`src/rtl/axi_tdd_ng_stream_gate_if.sv`:
```
// Sample-in / packet-out stream bundle for the TDD stream gate.
// The gate holds the master modport. The environment holds the slave modport.
`timescale 1ns/1ps
interface axi_tdd_ng_stream_gate_if #(
    parameter int DATA_WIDTH = 64
);
    logic                  s_axis_valid;
    logic [DATA_WIDTH-1:0] s_axis_data;
    logic                  m_axis_valid;
    logic                  m_axis_ready;
    logic [DATA_WIDTH-1:0] m_axis_data;
    logic                  m_axis_last;
    logic                  m_axis_user;

    modport master (
        input  s_axis_valid, s_axis_data, m_axis_ready,
        output m_axis_valid, m_axis_data, m_axis_last, m_axis_user
    );

    modport slave (
        output s_axis_valid, s_axis_data, m_axis_ready,
        input  m_axis_valid, m_axis_data, m_axis_last, m_axis_user
    );
endinterface

```
`src/rtl/axi_tdd_ng_stream_gate.sv`:
```
// Cuts one AXI-Stream packet per high window of a TDD channel from a non-stallable sample stream.
// A one-beat hold register (P) defers each beat until it is known whether that beat is the last one.
`timescale 1ns/1ps
module axi_tdd_ng_stream_gate #(
    parameter int DATA_WIDTH   = 64,
    parameter int FIFO_DEPTH   = 4,
    parameter int LIMIT_WIDTH  = 16,
    parameter int STATUS_WIDTH = 16
) (
    input  logic                    clk,
    input  logic                    rst,
    input  logic                    tdd_gate,
    input  logic                    cfg_enable,
    input  logic [LIMIT_WIDTH-1:0]  cfg_beat_limit,
    axi_tdd_ng_stream_gate_if.master axis,
    output logic                    active,
    output logic [STATUS_WIDTH-1:0] window_count,
    output logic [STATUS_WIDTH-1:0] drop_count,
    output logic                    window_missed
);
    localparam int AW = $clog2(FIFO_DEPTH);

    typedef enum logic [1:0] {IDLE, OPEN, LIMITED, CLOSING} state_e;

    state_e                  state_q, state_d;
    logic                    gate_q;
    logic [DATA_WIDTH-1:0]   pData_q, pData_d;
    logic                    pUser_q, pUser_d, pFull_q, pFull_d;
    logic                    first_q, first_d;
    logic [LIMIT_WIDTH-1:0]  beatCnt_q, beatCnt_d;
    logic [STATUS_WIDTH-1:0] windowCnt_q, windowCnt_d, dropCnt_q, dropCnt_d;
    logic                    missed_q, missed_d;

    logic                    rise, fall, closeReq, limitHit, canPush, acceptBeat, winDone, drop;
    logic                    push, pushLast, pushUser;
    logic [DATA_WIDTH-1:0]   pushData;
    logic [LIMIT_WIDTH-1:0]  cntInc;

    logic [DATA_WIDTH+1:0]   mem [FIFO_DEPTH];
    logic [AW:0]             wrPtr_q, rdPtr_q;
    logic [DATA_WIDTH+1:0]   rdEntry;
    logic                    fifoEmpty, fifoFull, popping;

    assign rise      = tdd_gate & ~gate_q;
    assign fall      = ~tdd_gate & gate_q;
    assign closeReq  = fall | ~cfg_enable;
    assign cntInc    = beatCnt_q + LIMIT_WIDTH'(1);
    assign limitHit  = (cfg_beat_limit != '0) && (cntInc == cfg_beat_limit);

    assign fifoEmpty = (wrPtr_q == rdPtr_q);
    assign fifoFull  = (wrPtr_q[AW] != rdPtr_q[AW]) && (wrPtr_q[AW-1:0] == rdPtr_q[AW-1:0]);
    assign popping   = ~fifoEmpty & axis.m_axis_ready;
    assign canPush   = ~fifoFull | popping;
    assign rdEntry   = mem[rdPtr_q[AW-1:0]];

    always_ff @(posedge clk or posedge rst) begin
        if (rst) begin
            state_q <= IDLE;
        end else begin
            state_q <= state_d;
        end
    end

    always_comb begin
        state_d = state_q;
        unique case (state_q)
            IDLE:    if (rise && cfg_enable) state_d = OPEN;
            OPEN: begin
                if (closeReq)                    state_d = winDone ? IDLE : CLOSING;
                else if (acceptBeat && limitHit) state_d = LIMITED;
            end
            LIMITED: if (fall)    state_d = winDone ? IDLE : CLOSING;
            CLOSING: if (winDone) state_d = IDLE;
            default: state_d = IDLE;
        endcase
    end

    // The final push of P is only withheld when the FIFO is full. It is never dropped.
    always_comb begin
        pData_d    = pData_q;
        pUser_d    = pUser_q;
        pFull_d    = pFull_q;
        first_d    = first_q;
        beatCnt_d  = beatCnt_q;
        push       = 1'b0;
        pushData   = pData_q;
        pushLast   = 1'b0;
        pushUser   = pUser_q;
        acceptBeat = 1'b0;
        winDone    = 1'b0;
        drop       = 1'b0;
        unique case (state_q)
            IDLE: begin
                if (rise && cfg_enable) begin
                    beatCnt_d = '0;
                    first_d   = 1'b1;
                    pFull_d   = 1'b0;
                end
            end
            OPEN: begin
                if (closeReq) begin
                    if (pFull_q) begin
                        pushLast = 1'b1;
                        if (canPush) begin
                            push    = 1'b1;
                            pFull_d = 1'b0;
                            winDone = 1'b1;
                        end
                    end else begin
                        winDone = 1'b1;
                    end
                end else if (axis.s_axis_valid) begin
                    if (!canPush && (pFull_q || limitHit)) begin
                        drop = 1'b1;
                    end else begin
                        acceptBeat = 1'b1;
                        beatCnt_d  = cntInc;
                        first_d    = 1'b0;
                        if (pFull_q) begin
                            push = 1'b1;
                        end else if (limitHit) begin
                            push     = 1'b1;
                            pushData = axis.s_axis_data;
                            pushLast = 1'b1;
                            pushUser = first_q;
                        end
                        if (pFull_q || !limitHit) begin
                            pData_d = axis.s_axis_data;
                            pUser_d = first_q;
                            pFull_d = 1'b1;
                        end
                    end
                end
            end
            LIMITED: begin
                if (pFull_q) begin
                    pushLast = 1'b1;
                    if (canPush) begin
                        push    = 1'b1;
                        pFull_d = 1'b0;
                    end
                end
                if (fall && (!pFull_q || canPush)) winDone = 1'b1;
            end
            CLOSING: begin
                pushLast = 1'b1;
                if (canPush) begin
                    push    = 1'b1;
                    pFull_d = 1'b0;
                    winDone = 1'b1;
                end
            end
            default: ;
        endcase
        windowCnt_d = winDone ? windowCnt_q + STATUS_WIDTH'(1) : windowCnt_q;
        dropCnt_d   = (drop && dropCnt_q != '1) ? dropCnt_q + STATUS_WIDTH'(1) : dropCnt_q;
        missed_d    = missed_q | (rise && state_q != IDLE);
    end

    always_ff @(posedge clk or posedge rst) begin
        if (rst) begin
            gate_q      <= 1'b0;
            pData_q     <= '0;
            pUser_q     <= 1'b0;
            pFull_q     <= 1'b0;
            first_q     <= 1'b0;
            beatCnt_q   <= '0;
            windowCnt_q <= '0;
            dropCnt_q   <= '0;
            missed_q    <= 1'b0;
            wrPtr_q     <= '0;
            rdPtr_q     <= '0;
        end else begin
            gate_q      <= tdd_gate;
            pData_q     <= pData_d;
            pUser_q     <= pUser_d;
            pFull_q     <= pFull_d;
            first_q     <= first_d;
            beatCnt_q   <= beatCnt_d;
            windowCnt_q <= windowCnt_d;
            dropCnt_q   <= dropCnt_d;
            missed_q    <= missed_d;
            if (push)    wrPtr_q <= wrPtr_q + (AW+1)'(1);
            if (popping) rdPtr_q <= rdPtr_q + (AW+1)'(1);
        end
    end

    always_ff @(posedge clk) begin
        if (push) mem[wrPtr_q[AW-1:0]] <= {pushUser, pushLast, pushData};
    end

    // Payload is masked while empty so that the outputs read zero from reset onward.
    assign axis.m_axis_valid = ~fifoEmpty;
    assign axis.m_axis_data  = fifoEmpty ? '0 : rdEntry[DATA_WIDTH-1:0];
    assign axis.m_axis_last  = ~fifoEmpty & rdEntry[DATA_WIDTH];
    assign axis.m_axis_user  = ~fifoEmpty & rdEntry[DATA_WIDTH+1];

    assign active        = (state_q != IDLE);
    assign window_count  = windowCnt_q;
    assign drop_count    = dropCnt_q;
    assign window_missed = missed_q;
endmodule
```
`src/flat_wrapper.sv`:
```
// flat-port wrapper written by rule: the top's interface ports become plain ports
module axi_tdd_ng_stream_gate_flat 
#(
    parameter int DATA_WIDTH   = 64,
    parameter int FIFO_DEPTH   = 4,
    parameter int LIMIT_WIDTH  = 16,
    parameter int STATUS_WIDTH = 16
)
  (clk, rst, tdd_gate, cfg_enable, cfg_beat_limit, active, window_count, drop_count, window_missed, axis_s_axis_valid, axis_s_axis_data, axis_m_axis_ready, axis_m_axis_valid, axis_m_axis_data, axis_m_axis_last, axis_m_axis_user);
  axi_tdd_ng_stream_gate_if #(.DATA_WIDTH(DATA_WIDTH)) axis_i ();
  input  logic clk;
  input  logic rst;
  input  logic tdd_gate;
  input  logic cfg_enable;
  input  logic [LIMIT_WIDTH-1:0] cfg_beat_limit;
  output logic active;
  output logic [STATUS_WIDTH-1:0] window_count;
  output logic [STATUS_WIDTH-1:0] drop_count;
  output logic window_missed;
  input wire logic [$bits(axis_i.s_axis_valid)-1:0] axis_s_axis_valid;
  input wire logic [$bits(axis_i.s_axis_data)-1:0] axis_s_axis_data;
  input wire logic [$bits(axis_i.m_axis_ready)-1:0] axis_m_axis_ready;
  output wire logic [$bits(axis_i.m_axis_valid)-1:0] axis_m_axis_valid;
  output wire logic [$bits(axis_i.m_axis_data)-1:0] axis_m_axis_data;
  output wire logic [$bits(axis_i.m_axis_last)-1:0] axis_m_axis_last;
  output wire logic [$bits(axis_i.m_axis_user)-1:0] axis_m_axis_user;
  assign axis_i.s_axis_valid = axis_s_axis_valid;
  assign axis_i.s_axis_data = axis_s_axis_data;
  assign axis_i.m_axis_ready = axis_m_axis_ready;
  assign axis_m_axis_valid = axis_i.m_axis_valid;
  assign axis_m_axis_data = axis_i.m_axis_data;
  assign axis_m_axis_last = axis_i.m_axis_last;
  assign axis_m_axis_user = axis_i.m_axis_user;
  axi_tdd_ng_stream_gate #(.DATA_WIDTH(DATA_WIDTH), .FIFO_DEPTH(FIFO_DEPTH), .LIMIT_WIDTH(LIMIT_WIDTH), .STATUS_WIDTH(STATUS_WIDTH)) u_core (.clk(clk), .rst(rst), .tdd_gate(tdd_gate), .cfg_enable(cfg_enable), .cfg_beat_limit(cfg_beat_limit), .axis(axis_i), .active(active), .window_count(window_count), .drop_count(drop_count), .window_missed(window_missed));
endmodule
```
`config.mk`:
```
export PLATFORM = sky130hd
export DESIGN_NAME = axi_tdd_ng_stream_gate_flat
export DESIGN_NICKNAME = d
export VERILOG_FILES = /design/src/rtl/axi_tdd_ng_stream_gate_if.sv /design/src/rtl/axi_tdd_ng_stream_gate.sv /design/src/flat_wrapper.sv
export SDC_FILE = /design/constraint.sdc
export NUM_CORES = 1
export LEC_CHECK = 0
export BUFFER_PORTS_ARGS = -buffer_cell sky130_fd_sc_hd__buf_4
export CORE_ASPECT_RATIO = 1.75
export CORE_MARGIN = 3
export CORE_UTILIZATION = 53
export CTS_CLUSTER_DIAMETER = 150
export DETAILED_ROUTE_END_ITERATION = 8
export GPL_TIMING_DRIVEN = 1
export PLACE_DENSITY = 0.74
export SLEW_MARGIN = 15
export SYNTH_ARGS = -nofsm -noshare
export SYNTH_HDL_FRONTEND = slang
export SYNTH_SLANG_ARGS = --single-unit
```
`constraint.sdc`:
```
create_clock -name clk -period 4.3 [get_ports clk]
set_input_delay 0.645 -clock clk [delete_from_list [all_inputs] [get_ports clk]]
set_output_delay 0.645 -clock clk [all_outputs]
set_load 0.03 [all_outputs]
```
-- Word-level counts from Yosys, hierarchy flattened
Memories as Yosys holds them, arrays and structs flattened.
Index checks and enable logic that the tools add are counted.
- bits in registers: 125
- bits in writable memories: 264
- output and inout port bits: 101
- word-level logic and storage cells: 141
- memories: 1
- add/sub/neg operators: 5
- equality and inequality tests: 19
- muxes and demuxes: 67
- bitwise logic cells: 15
- reductions and logical operators: 22
- memories (name ; words ; bits a word ; rd ports ; clocked after Yosys merged registers in ; write ports ; RTL line ; source):
    u_core.mem ; 4 ; 66 ; 1 ; 0 ; 1 ; axi_tdd_ng_stream_gate.sv:39 ; logic [DATA_WIDTH+1:0] mem [FIFO_DEPTH];
- operators by type and width (cell ; count):
    $mux 64 ; 7
    $mux 16 ; 4
    $add 16x1->16 const B ; 3
    $mux 1 ; 43
    $pmux 16 s2 ; 1
    $eq 16x16->1 ; 1
    $ne 16x16->1 const B ; 1
    $reduce_bool 16->1 ; 1
    $reduce_and 5->1 ; 3
    $mux 2 ; 6
    $pmux 1 s3 ; 3
    $logic_and 1x1->1 ; 8
    $ne 2x1->1 const B ; 4
    $pmux 2 s4 ; 1
    $not 1->1 ; 7
    $add 3x1->3 const B ; 2
    $ne 2x2->1 const B ; 3
    $ne 3x1->1 const B ; 2
    $ne 3x2->1 const B ; 2
    $and 1x1->1 ; 5
    $eq 2x2->1 const B ; 2
    $pmux 1 s4 ; 1
    $reduce_and 4->1 ; 1
    $reduce_bool 2->1 ; 2
    other kinds (9) ; 15

-- Longest topological paths before layout
Gate-level depths: netlist (run 1).
- word-level depth: 14
- mapped depth: 12
- depth with buffers taken out: 10

-- Least setup slack after synthesis (run 1)
OpenSTA, ideal clock, no wires.
- path type: register -> register
- start point: reg u_core.beatCnt_q[0]
- end point: mem u_core.mem[3][0] (netlist name) (enable)
- arrival: 3.735 ns
- required time: 3.867 ns
- setup slack: 0.132 ns
- stages on the path, launching flop included: 9
- path buffers: 0
- path through: dfrtp_1 > ha_1 > nand3_2 > nor3_1 > mux2_2 > nor4_1 > nand3_1 > o32ai_1 > and2_1
- cells in the longest elaborated chain, start to end: 11
- RTL lines (element ; RTL line ; source):
    from (decl) ; axi_tdd_ng_stream_gate.sv:30 ; logic [LIMIT_WIDTH-1:0] beatCnt_q, beatCnt_d;
    from (signal assigned) ; axi_tdd_ng_stream_gate.sv:179 ; beatCnt_q <= beatCnt_d;
    $add 16x1->16 (*) ; axi_tdd_ng_stream_gate.sv:47 ; assign cntInc = beatCnt_q + LIMIT_WIDTH'(1);
    $eq 16x16->1 (*) ; axi_tdd_ng_stream_gate.sv:48 ; assign limitHit = (cfg_beat_limit != '0) && (cntInc == cfg_beat_limit);
    $logic_and 1x1->1 (*) ; axi_tdd_ng_stream_gate.sv:48 ;
    $mux 1 / $logic_or 1x1->1 (equally long branches) ; axi_tdd_ng_stream_gate.sv:121, axi_tdd_ng_stream_gate.sv:113 ;
    $mux 1 / $logic_and 1x1->1 (equally long branches) ; axi_tdd_ng_stream_gate.sv:119, axi_tdd_ng_stream_gate.sv:113 ;
    $mux 1 (*) ; axi_tdd_ng_stream_gate.sv:113 ; if (!canPush && (pFull_q || limitHit)) begin
    $mux 1 (*) ; axi_tdd_ng_stream_gate.sv:112 ; end else if (axis.s_axis_valid) begin
    $mux 1 (*) ; axi_tdd_ng_stream_gate.sv:101 ; if (closeReq) begin
    $pmux 1 s3 (*) ; axi_tdd_ng_stream_gate.sv:92 ; unique case (state_q)
    $mux 1 (*) ; axi_tdd_ng_stream_gate.sv:189 ; if (push) mem[wrPtr_q[AW-1:0]] <= {pushUser, pushLast, pushData};
    $mux 1 (implied by the code) (*) ; axi_tdd_ng_stream_gate.sv:189 ;
    to (decl) ; axi_tdd_ng_stream_gate.sv:39 ;
Mark *: on every way between the ends. The rest lies on a longest branch, timed or not.

-- Worst setup path after layout (run 1)
- start point: reg u_core.rdPtr_q[0]
- end point: out axis_m_axis_data[5]
- cells in the longest elaborated chain, start to end: 2
- RTL lines (element ; RTL line ; source):
    from (decl) ; axi_tdd_ng_stream_gate.sv:40 ; logic [AW:0] wrPtr_q, rdPtr_q;
    from (signal assigned) ; axi_tdd_ng_stream_gate.sv:184 ; if (popping) rdPtr_q <= rdPtr_q + (AW+1)'(1);
    $mem_v2 4x66 / $eq 3x3->1 (equally long branches) ; -- ;
    $mux 64 (*) ; axi_tdd_ng_stream_gate.sv:194 ; assign axis.m_axis_data = fifoEmpty ? '0 : rdEntry[DATA_WIDTH-1:0];
    to (decl) ; flat_wrapper.sv:24 ; output wire logic [$bits(axis_i.m_axis_data)-1:0] axis_m_axis_data;
Marked as above.

==> run_results.csv, run 1 <==
group,metric,value,unit
grt,grt_overflow,0,
grt,grt_start_max_net_pins,92,
setup_path,cp_slowest_cell,"nand3b_1",
clocking,ctsHoldBuffers,0,
min_path,min_path_type,"in2reg",
grt,antenna_found_initial,1,
setup_path,crit_start,"u_core.rdPtr_q[0]$_DFFE_PP0P_",
drt,vias_per_cell,5.88,
finish,fin_nets,1348,
power_and_ir_drop,peakVddDrop,378,uV
synth,synthArstFlopShare,32.1,%
setup_path,cp.arrival,3.07,ns
min_path,min_from,"tdd_gate",
setup_path,path_depth,5,
synth,syn_nets,1165,
placement,dp_hpwl,23.4,mm
clocking,postCtsSetupBuffers,0,
setup_path,criticalPathCategory,"reg2out",
grt,busiest_layer,"met2",
finish,fillers,2299,
grt,grt_pass1_vias,10490,
placement,gp_congestion,0.878,
sta,min_period_over_period,86.3,%
synth,synth-edff-count,264,
synth,synth_cell_types,64,
setup_path,cp.buffers_inverters,2,
drt,wl,36.7,mm
drt,ant_nets,0,
die,die_w,142,um
die,start_util,54.3,%
clocking,cts.sinks,389,
synth,synth-main-ff-cell,"edfxtp_1",
grt,grt_usage,21.2,%
setup_path,slowest_delay,0.66,ns
synth,netlist_area,0.0173,mm^2
die,io_pins,187,
clocking,cts-root-buf,"clkbuf_16",
clocking,cts.clk_slew.worst_paths,0.06,ns
setup_path,critical-path-top-delay-family,"simple AND/OR/NAND/NOR gates",
sta,period_needed,3.71,ns
clocking,cts_tree,"done",
synth,ys_seq_area_share,64.0,%
grt,grt_util_met2,39.7,%
setup_path,cp-start-kind,"register",
power_and_ir_drop,power,15.2,mW
clocking,cts-resized-gates,0,
sta,setup_tns,0,ns
grt,met3_usage,3.16,%
min_path,holdPathStages,1,
synth,avgSynthCellArea,16.2,um^2
die,core,0.0319,mm^2
drt,remaining_drc_errors,0,
drt,drt_iter0_markers,646,
sta,setup_violations,0,
drt,first_pass_iters,4,
sta,worst_slew_pin_slew,1.03,ns
setup_path,endpoint_kind,"output port",
drt,wire_per_inst,21.9,um
synth,synth-seq-cells,389,
setup_path,required,3.65,ns
sta,finalHoldViolCount,0,
die,core.rowCount,86,
power_and_ir_drop,powerDensity,745,mW/mm^2
sta,final.setup_skew,0.0208,ns
clocking,cts_made_buffers,35,
setup_path,r2r_start,"u_core.beatCnt_q[0]$_DFFE_PP0P_",
synth,syn_inst,1067,
setup_path,rr_worst_depth,9,
grt,grt_pass1_wl,57.4,mm
setup_path,path_max_fanout,25,
sta,whs,0.244,ns
clocking,cts_htree_levels,2,
synth,ys.warnings.count,0,
sta,grt_setup_unrepaired,"no",
outcome,status,"finished, final reports clean",
die,die_y,245,um
job,maxCapViolations,0,
power_and_ir_drop,total_leakage_power,7.84,nW
placement,io_buffers,186,
setup_path,crit_chain,"xnor2_1 > nand3b_1 > buf_4 > and2_1 > buf_4",
grt,grtUsageMet1,25.0,%
finish,area_delta_synth_final,17.9,%
clocking,insertion_delay,0.53,ns
drt,vias,9839,
sta,fmax,0.269,GHz
sta,max-slew-margin-rel,31.4,%
die,dieArea,0.0349,mm^2
setup_path,critPathMostFrequentCell,"buf_4",
finish,final_layout_size_suffix_gt1_share,38.1,%
clocking,cts_max_path_buffers,3,
sta,slew_violations,0,
## stage by stage
stage / util (%) / setup slack, ns / area [um^2] / instances
global placement: 60.2 / 0.727 / 19200 / 1609
finish: 64.0 / 0.587 / 20400 / 1674
floorplan: - / 0.132 / 17300 / 1067
CTS: 64.0 / 0.487 / 20400 / 1673
detailed placement: 60.2 / 0.708 / 19200 / 1609
global route: 64.0 / 0.354 / 20400 / 1673
## layout by cell type, fill, tap and decap left out, types with 4 or more instances in the layout
master / instances
edfxtp_1: 264
buf_4: 203
dfrtp_1: 123
mux2_2: 97
and2_1: 68
mux4_2: 66
mux2_4: 39
nand2_1: 38
clkbuf_16: 36
xnor2_1: 32
xor2_1: 25
nor2_1: 23
a21oi_1: 23
nand3_1: 21
nor3_1: 20
nand4_1: 17
inv_1: 14
ha_1: 12
nor4_1: 11
and4_1: 9
clkbuf_1: 8
buf_12: 8
o211ai_1: 7
a31oi_1: 7
and3_1: 6
nor4b_1: 6
or4_1: 5
a211o_1: 5
clkbuf_8: 5
bufinv_16: 5
o21ai_0: 4
and2_4: 4
## power breakdown
group	total [mW]	switching [mW]	internal [mW]
clock	3.27	1.33	1.94
combinational	6.24	3.50	2.75
sequential	5.67	0.471	5.20
## cell type report
class / instances / area, um^2 / share of cell area (%)
Antenna cell: 1 / 2.50 / 0.0123
Clock buffer: 49 / 1000 / 4.91
Clock inverter: 15 / 216 / 1.06
Inverter: 15 / 61.3 / 0.301
Multi-Input combinational cell: 598 / 5860 / 28.7
Sequential cell: 389 / 11100 / 54.3
Tap cell: 396 / 495 / 2.43
Timing Repair Buffer: 211 / 1680 / 8.26
## registers in the layout, indices dropped and copies added (netlist names)
name / cells
u_core.window_count: 16
u_core.window_missed: 1
u_core.pFull_q: 1
u_core.drop_count: 16
u_core.state_q: 2
u_core.gate_q: 1
u_core.first_q: 1
u_core.rdPtr_q: 3
u_core.beatCnt_q: 16
u_core.wrPtr_q: 3
u_core.pUser_q: 1
u_core.pData_q: 64
u_core.mem: 264
## cells by family (layout without fill, tap and decap cells)
| logic type | after synthesis | count (layout) | share of synthesized area (%) |
|---|---|---|---|
| flops | 389 | 389 | 64.0 |
| xor+xnor | 57 | 57 | 2.89 |
| compound gates | 70 | 70 | 2.71 |
| buf+inv | 80 | 290 | 2.21 |
| mux | 204 | 204 | 18.4 |
| simple gates | 255 | 255 | 8.91 |
| other cells | 0 | 1 | 0 |
| fa+ha+maj | 12 | 12 | 0.869 |
## per-layer routing
| metal | share of wire (%) | wire length, um |
|---|---|---|
| met1 | 37 | 13500 |
| met2 | 56 | 20600 |
| met3 | 4.6 | 1690 |
| met4 | 2.3 | 856 |
| met5 | 0 | 0 |
## path summary, 6_finish.rpt
path	end	slack, ns
setup / recovery	axis_m_axis_data[5]	0.59
hold / removal	u_core.gate_q$_DFF_PP0_	0.24
setup reg to reg	u_core.mem[1][28]$_DFFE_PP_	0.67
hold reg to reg	u_core.window_missed$_DFF_PP0_	0.47
max in group asynchronous	u_core.pData_q[53]$_DFFE_PP0P_	3.07
min in group asynchronous	u_core.window_count[7]$_DFFE_PP0P_	0.29
## synthesized netlist by cell type (all sizes together), types with 6 or more instances
cell / n / share of area [%]
and4: 9 / 0.46
clkbuf: 28 / 0.61
buf: 37 / 1.3
nand2: 38 / 0.83
mux2: 136 / 9.7
inv: 15 / 0.33
nand3: 22 / 0.67
xnor2: 32 / 1.6
nor2: 23 / 0.50
nand4: 20 / 0.88
nor4b: 7 / 0.39
o211ai: 7 / 0.30
nor3: 23 / 0.75
ha: 12 / 0.87
and3: 6 / 0.22
and2: 72 / 2.6
edfxtp: 264 / 46
mux4: 66 / 8.6
or4: 6 / 0.28
dfrtp: 125 / 18
a21oi: 23 / 0.67
xor2: 25 / 1.3
a31oi: 7 / 0.25
nor4: 14 / 0.72
Note: power is estimated with default switching activity, not from simulation.
==> inputs of run 2 (changes only) <==
--- a/config.mk
+++ b/config.mk
@@ -8,11 +8,12 @@
 export BUFFER_PORTS_ARGS = -buffer_cell sky130_fd_sc_hd__buf_4
 export CORE_ASPECT_RATIO = 1.75
 export CORE_MARGIN = 3
-export CORE_UTILIZATION = 53
+export CORE_UTILIZATION = 55
+export CTS_BUF_LIST = sky130_fd_sc_hd__clkbuf_8
 export CTS_CLUSTER_DIAMETER = 150
 export DETAILED_ROUTE_END_ITERATION = 8
 export GPL_TIMING_DRIVEN = 1
-export PLACE_DENSITY = 0.74
+export PLACE_DENSITY = 0.76
 export SLEW_MARGIN = 15
 export SYNTH_ARGS = -nofsm -noshare
 export SYNTH_HDL_FRONTEND = slang
==> run_results.csv, run 2 (synthesis gave the netlist of run 1 again) <==
group,metric,value,unit
clocking,insertion_delay,0.59,ns
sta,period_needed,3.85,ns
outcome,status,"finished, final reports clean",
finish,fin_nets,1365,
setup_path,path_max_fanout,23,
clocking,cts-root-buf,"clkbuf_8",
setup_path,critPathMostFrequentCell,"buf_4",
drt,vias_per_cell,5.79,
placement,io_buffers,186,
drt,wl,36.5,mm
finish,final_util,65.5,%
grt,grt_pass1_vias,10431,
die,start_util,56.0,%
clocking,ctsHoldBuffers,0,
setup_path,cp.buffers_inverters,2,
clocking,cts_max_path_buffers,3,
finish,final_common_cell,"edfxtp_1",
sta,setup_violations,0,
sta,slew_violations,0,
die,die_y,240,um
sta,max-slew-margin-rel,29.1,%
job,maxCapViolations,0,
sta,worst_slew_pin_slew,1.06,ns
grt,grt_start_max_net_pins,91,
setup_path,path_depth,5,
die,core.rowCount,85,
setup_path,crit_chain,"xnor2_1 > nand3b_1 > buf_4 > and2_1 > buf_4",
placement,dp_hpwl,23.2,mm
finish,final_layout_size_suffix_gt1_share,38.6,%
sta,min_period_over_period,89.4,%
clocking,cts_htree_levels,2,
clocking,postCtsSetupBuffers,0,
sta,final.setup_skew,0.0229,ns
clocking,cts_tree,"done",
finish,largest_register_ff_count,264,
setup_path,criticalPathCategory,"reg2out",
setup_path,cp_slowest_cell,"nand3b_1",
setup_path,slowest_delay,0.71,ns
power_and_ir_drop,peakVddDrop,502,uV
placement,gp_congestion,0.915,
die,die_w,140,um
power_and_ir_drop,total_leakage_power,7.84,nW
sta,grt_setup_unrepaired,"no",
die,core,0.0308,mm^2
clocking,cts.clk_slew.worst_paths,0.07,ns
setup_path,cp-start-kind,"register",
setup_path,endpoint_kind,"output port",
grt,grt_pass1_wl,56.9,mm
drt,ant_nets,0,
finish,area_delta_synth_final,16.9,%
drt,remaining_drc_errors,0,
die,io_pins,187,
grt,grt_usage,21.7,%
clocking,cts_made_buffers,54,
setup_path,cp.arrival,3.20,ns
finish,fillers,2218,
setup_path,rr_worst_depth,9,
drt,wire_per_inst,21.4,um
sta,finalHoldViolCount,0,
setup_path,critical-path-top-delay-family,"simple AND/OR/NAND/NOR gates",
die,dieArea,0.0337,mm^2
finish,final_cell_mix,"edfxtp_1, buf_4, dfrtp_1",
drt,vias,9875,
grt,grt_overflow,0,
sta,fmax,0.260,GHz
grt,antenna_found_initial,2,
drt,drt_iter0_markers,430,
drt,first_pass_iters,6,
clocking,cts-resized-gates,0,
setup_path,required,3.65,ns
setup_path,r2r_slack,0.54,ns
min_path,holdPathStages,1,
power_and_ir_drop,powerDensity,726,mW/mm^2
clocking,cts.sinks,389,
min_path,min_path_type,"in2reg",
sta,setup_tns,0,ns
==> run 2: cell types whose count changed in the layout (fill, tap and decap cells not counted), moves of 3 or more <==
cell	delta
clkinv_2	+5
clkbuf_8	+56
clkbuf_1	-8
clkbuf_16	-36
inv_1	+14
bufinv_16	-3
clkinv_1	+9
==> run 2: metal layers <==
layer / part of all wire, % / global-route usage (%) / vias up
met4: 3.2 / 7.96 / 0
met1: 36 / 24.8 / 5007
met5: 0 / 0 / -
met3: 5.0 / 4.10 / 74
met2: 56 / 40.2 / 291
li1: - / - / 4503
==> run 2: power breakdown <==
part           internal [mW]  switching, mW
registers               5.20          0.472
clock network           1.43           1.34
logic                   2.73           3.50
==> run 2: cell type report <==
cell class | instances | area (um^2) | share of cell area [%]
diodes | 2 | 5.00 | 0.0248
clock buffers | 61 | 840 | 4.16
clock inverters | 40 | 231 | 1.15
inverters | 15 | 61.3 | 0.303
multi-input cells | 598 | 5860 | 29.0
flip-flops and latches | 389 | 11100 | 54.8
well taps | 391 | 489 | 2.42
repair buffers | 209 | 1660 | 8.20
==> run 2: worst paths after layout <==
check,start,endpoint
max reg2reg,u_core.beatCnt_q[0]$_DFFE_PP0P_,u_core.mem[3][40]$_DFFE_PP_
min reg2reg,u_core.window_missed$_DFF_PP0_,u_core.window_missed$_DFF_PP0_
max,u_core.rdPtr_q[0]$_DFFE_PP0P_,axis_m_axis_data[7]
min in group asynchronous,rst,u_core.window_count[8]$_DFFE_PP0P_
max in group asynchronous,rst,u_core.pData_q[10]$_DFFE_PP0P_
min,tdd_gate,u_core.gate_q$_DFF_PP0_
==> run 2: per-stage QoR <==
step | worst slack [ns] | hold slack (ns) | area (um^2) | std cells | total power, mW
after floorplan | 0.132 | 0.460 | 17300 | 1067 | 9.96
after global placement | 0.621 | 0.462 | 19100 | 1602 | 11.9
after detailed placement | 0.549 | 0.454 | 19100 | 1602 | 12.1
after CTS | 0.322 | 0.120 | 20200 | 1703 | 14.8
after global routing | 0.210 | 0.129 | 20200 | 1705 | 15.5
final | 0.454 | 0.175 | 20200 | 1705 | 14.7
